<file path="config.mk">
export PLATFORM = sky130hd
export DESIGN_NAME = avg_window_collector
export DESIGN_NICKNAME = d
export VERILOG_FILES = /design/src/rtl/avg_pkg.sv /design/src/rtl/avg_window_collector.sv
export SDC_FILE = /design/constraint.sdc
export NUM_CORES = 1
export LEC_CHECK = 0
export ABC_CLOCK_PERIOD_IN_PS = 1990
export CORE_ASPECT_RATIO = 2
export CORE_MARGIN = 2
export CORE_UTILIZATION = 47
export DETAILED_ROUTE_END_ITERATION = 12
export GPL_ROUTABILITY_DRIVEN = 0
export PLACE_DENSITY = 0.85
export SETUP_SLACK_MARGIN = 0.15
export SLEW_MARGIN = 40
export SYNTH_ARGS = -nofsm -noshare
export SYNTH_HDL_FRONTEND = slang
export SYNTH_SLANG_ARGS = --single-unit
</file>
<file path="constraint.sdc">
create_clock -name Clk -period 1.99 [get_ports Clk]
set_input_delay 0.4975 -clock Clk [delete_from_list [all_inputs] [get_ports Clk]]
set_output_delay 0.4975 -clock Clk [all_outputs]
set_load 0.01 [all_outputs]
</file>
<file path="src/rtl/avg_pkg.sv">
// +--------------------------------------------------------------------------+
// | avg_pkg : shared constants and types for the eight-input averager.        |
// | Revision: 1.0                                                             |
// +--------------------------------------------------------------------------+
`default_nettype none

package avg_pkg;
  localparam int         AVG_TAPS = 8;
  localparam logic [7:0] AVG_SA   = 8'd1;
  localparam int         FILL_W   = 4;

  typedef enum logic {
    FILL = 1'b0,
    FULL = 1'b1
  } state_t;
endpackage

`default_nettype wire

</file>
<file path="src/rtl/avg_window_collector.sv">
// +--------------------------------------------------------------------------+
// | avg_window_collector : assembles 8-sample windows for the averager.       |
// | Tumbling windows by default; AVG_WINDOW_SLIDE_EN selects sliding windows. |
// | Revision: 1.0                                                             |
// +--------------------------------------------------------------------------+
`default_nettype none

module avg_window_collector
  import avg_pkg::*;
#(
  parameter int DATAWIDTH = 16
) (
  input  logic                 Clk,
  input  logic                 Rst,
  input  logic                 flush,
  input  logic [DATAWIDTH-1:0] in_data,
  input  logic                 in_valid,
  output logic                 in_ready,
  output logic [DATAWIDTH-1:0] a,
  output logic [DATAWIDTH-1:0] b,
  output logic [DATAWIDTH-1:0] c,
  output logic [DATAWIDTH-1:0] d,
  output logic [DATAWIDTH-1:0] e,
  output logic [DATAWIDTH-1:0] f,
  output logic [DATAWIDTH-1:0] g,
  output logic [DATAWIDTH-1:0] h,
  output logic [7:0]           sa,
  output logic                 win_valid,
  input  logic                 win_ready,
  output logic [FILL_W-1:0]    fill_cnt
);

  logic [DATAWIDTH-1:0] r_slot [AVG_TAPS];
  logic [FILL_W-1:0]    r_fill;

  assign a        = r_slot[0];
  assign b        = r_slot[1];
  assign c        = r_slot[2];
  assign d        = r_slot[3];
  assign e        = r_slot[4];
  assign f        = r_slot[5];
  assign g        = r_slot[6];
  assign h        = r_slot[7];
  assign sa       = AVG_SA;
  assign fill_cnt = r_fill;

`ifdef AVG_WINDOW_SLIDE_EN
  logic r_win_valid;
  logic w_accept;

  assign win_valid = r_win_valid;
  // A take frees the window this cycle, so the next sample can replace it.
  assign in_ready  = !r_win_valid || win_ready;
  assign w_accept  = in_valid && in_ready;

  always_ff @(posedge Clk or negedge Rst) begin
    if (!Rst) begin
      for (int i = 0; i < AVG_TAPS; i++) r_slot[i] <= '0;
      r_fill      <= '0;
      r_win_valid <= 1'b0;
    end else if (flush) begin
      r_fill      <= '0;
      r_win_valid <= 1'b0;
    end else if (w_accept) begin
      for (int i = 0; i < AVG_TAPS - 1; i++) r_slot[i] <= r_slot[i+1];
      r_slot[AVG_TAPS-1] <= in_data;
      if (r_fill >= FILL_W'(AVG_TAPS - 1)) begin
        r_fill      <= FILL_W'(AVG_TAPS);
        r_win_valid <= 1'b1;
      end else begin
        r_fill <= r_fill + 1'b1;
      end
    end else if (r_win_valid && win_ready) begin
      r_win_valid <= 1'b0;
    end
  end
`else
  state_t r_state;

  assign in_ready  = (r_state == FILL);
  assign win_valid = (r_state == FULL);

  always_ff @(posedge Clk or negedge Rst) begin
    if (!Rst) begin
      for (int i = 0; i < AVG_TAPS; i++) r_slot[i] <= '0;
      r_fill  <= '0;
      r_state <= FILL;
    end else if (flush) begin
      r_fill  <= '0;
      r_state <= FILL;
    end else begin
      case (r_state)
        FILL: begin
          if (in_valid) begin
            r_slot[r_fill[2:0]] <= in_data;
            r_fill              <= r_fill + 1'b1;
            if (r_fill == FILL_W'(AVG_TAPS - 1)) r_state <= FULL;
          end
        end
        FULL: begin
          // Slots keep their old contents; only the count restarts.
          if (win_ready) begin
            r_fill  <= '0;
            r_state <= FILL;
          end
        end
        default: r_state <= FILL;
      endcase
    end
  end
`endif

endmodule

`default_nettype wire

</file>
==> qor.yml <==
cts:
  cts_tree: "built"
  h-tree-depth: 4
  cts.sinks: 133
  path_clk_slew_ps: 60
  cts_made_buffers: 17
  clock_latency_ps: 420
  cts_buffer_depth: 2
  cts_root_buf: "clkbuf_16"
floorplanning:
  design.core.area_um2: 10900
  ioPinCount: 163
  fp-row-count: 54
  die-width_um: 78.9
  die_area_um2: 12100
  fp.dieH_um: 154
  start_util_pct: 48.2
critical_path:
  max_stage_delay_ps: 540
  critPathSlowestCell: "clkdlybuf4s50_1"
  startpoint_type: "flip-flop"
  crit_path_end_kind: "output port"
  worstPathRequired_ps: 1490
  timing.setup.critical_path_class: "reg -> out"
  cp_num_buf_inv: 1
  path_max_fanout: 2
  cp_cell_sequence: "clkdlybuf4s50_1"
  cpLargestDelayFamily: "buffers and inverters"
  arrival_ps: 1330
synth:
  synth-edff-count: 0
  synth-seq-cells: 133
  syn_area_um2: 5270
  postSynthAreaPerCell_um2: 16.5
  syn_inst: 320
  ys_seq_area_share_pct: 63.1
  synth_ff_type: "dfrtp_1"
  synthArstFlopShare_pct: 100
  synthDistinctLibCells: 31
  yosys_warnings: 0
detailed_routing:
  routed_via_density: 5.19
  vias: 3415
  final_antenna_net_count: 0
  firstDrtPassIters: 4
  drt-total-wl_um: 13900
  dr.first_iter.drc_count: 84
  wire_per_inst_um: 21.2
  drc_errors: 0
final_layout:
  instances_no_fill: 658
  drive_gt1_share_pct: 39.0
  antenna_cells: 0
  final_area_um2: 7910
  areaGrowthSynthToFinish_pct: 50.0
  final_core_util_pct: 72.3
  final_nets: 527
timing:
  clock.fmax_ghz: 0.547
  maxSlewViolCount: 0
  fin_worst_skew_ps: 7.33
  grt_setup_unrepaired: "false"
  layout_min_cycle_time_ps: 1830
  finalSetupViolations: 0
  period_share_pct: 91.9
  finalHoldViolations: 0
  setup_ws_ps: 161
hold_path:
  hold_class: "in -> reg"
global_route:
  gr-total-overflow: 0
  grt_use_total_pct: 24.4
  grt_pass1_vias: 3760
  grt_pass1_wl_um: 21700
  grt_max_degree: 74
  antenna_found_initial: 0
run:
  cap_violations: 0
place:
  dp_slack_ps: -254
  dp.final_hpwl_um: 9580
  placed_area_um2: 7150
  dpl.cell_count: 620
  portBuffers: 154
power:
  p_per_area_nw_per_um2: 1060
  p_total_mw: 8.38
  max-vdd-ir-drop_v: 0.000806
  p_leak_nw: 4.69
status:
  status: "completed"
[final cells by class]
cell class | count | area (um^2)
clock inverter | 13 | 173
timing repair buffer | 180 | 1970
inverter | 2 | 7.51
fill | 717 | 3040
sequential | 133 | 3330
multi-input combinational | 171 | 1810
tap | 140 | 175
clock buffer | 19 | 443
[placed cells by master (no fill, tap or decap), types with 2 or more instances in the layout]
cell type,instances
mux2_4,10
nor2_1,3
conb_1,8
mux2_2,118
dfrtp_1,129
and4bb_2,2
buf_4,15
clkbuf_16,17
buf_12,11
dlymetal6s2s_1,61
nand2_2,6
inv_6,3
inv_1,2
dlygate4sd2_1,48
nand2_1,3
a21oi_1,2
clkinv_4,2
bufinv_16,3
mux2i_1,3
dfrtp_2,4
clkdlybuf4s50_1,44
nand4_1,2
clkinvlp_4,3
[registers in the layout (all words and copies together), names as in the netlist]
name,cells
a,16
b,16
c,16
d,16
e,16
f,16
fill_cnt,4
g,16
h,16
win_valid,1
[metrics by stage]
step / hold slack [ps] / setup TNS [ps]
2_1_floorplan: 202 / 0
3_3_place_gp: 393 / -18010
3_5_place_dp: 401 / -21330
4_1_cts: 504 / 0
5_1_grt: 473 / 0
6_report: 424 / 0
[worst paths after layout]
| path | depth (start not counted) | end | startpoint | slack (ps) |
|---|---|---|---|---|
| worst min-delay path | 2 | win_valid | flush | 420 |
| worst min register to register | 1 | c[11] | c[11] | 500 |
| worst max-delay path | 1 | d[3] | d[3] | 160 |
| min in group asynchronous | 2 | c[7] | Rst | 510 |
| max in group asynchronous | 3 | e[11] | Rst | 790 |
| worst max register to register | 5 | d[8] | win_valid | 280 |
[Yosys cell counts, types with 2 or more instances]
master | instances | area [um^2]
mux2_4 | 10 | 150
nand2_2 | 6 | 37.5
buf_2 | 5 | 25.0
inv_1 | 2 | 7.51
dfrtp_1 | 133 | 3330
nor2_1 | 3 | 11.3
and4bb_2 | 2 | 25.0
buf_4 | 12 | 90.1
conb_1 | 2 | 7.51
nand4_1 | 2 | 12.5
nand2_1 | 3 | 11.3
mux2i_1 | 3 | 30.0
mux2_2 | 118 | 1330
a21oi_1 | 2 | 10.0
[logic make-up after synthesis]
kind of cell / synth area share, %
xor+xnor: 0.166
fa+ha+maj: 0.237
mux: 28.6
other cells: 0.142
buf+inv: 3.01
simple gates: 4.03
flops: 63.1
compound gates: 0.688
[power by group]
| part | switching (mW) | internal, mW | total [mW] |
|---|---|---|---|
| Combinational | 0.720 | 1.02 | 1.74 |
| Clock | 1.22 | 2.02 | 3.24 |
| Sequential | 0.231 | 3.16 | 3.39 |
[repair_timing]
item	CTS	global route
buffers inserted	5	0
setup endpoints to repair	48	84
hold buffers	1	0
gates resized for setup	52	62
hold endpoints to repair	18	0
[layer usage]
| layer | part of all wire (%) | vias up | GRT usage, % |
|---|---|---|---|
| met5 | 0 | - | 0 |
| met4 | 3.6 | 0 | 12.6 |
| met2 | 56 | 127 | 43.4 |
| met3 | 4.7 | 33 | 6.10 |
| li1 | - | 1493 | - |
| met1 | 36 | 1762 | 26.2 |
(Power assumes the default switching activity.)
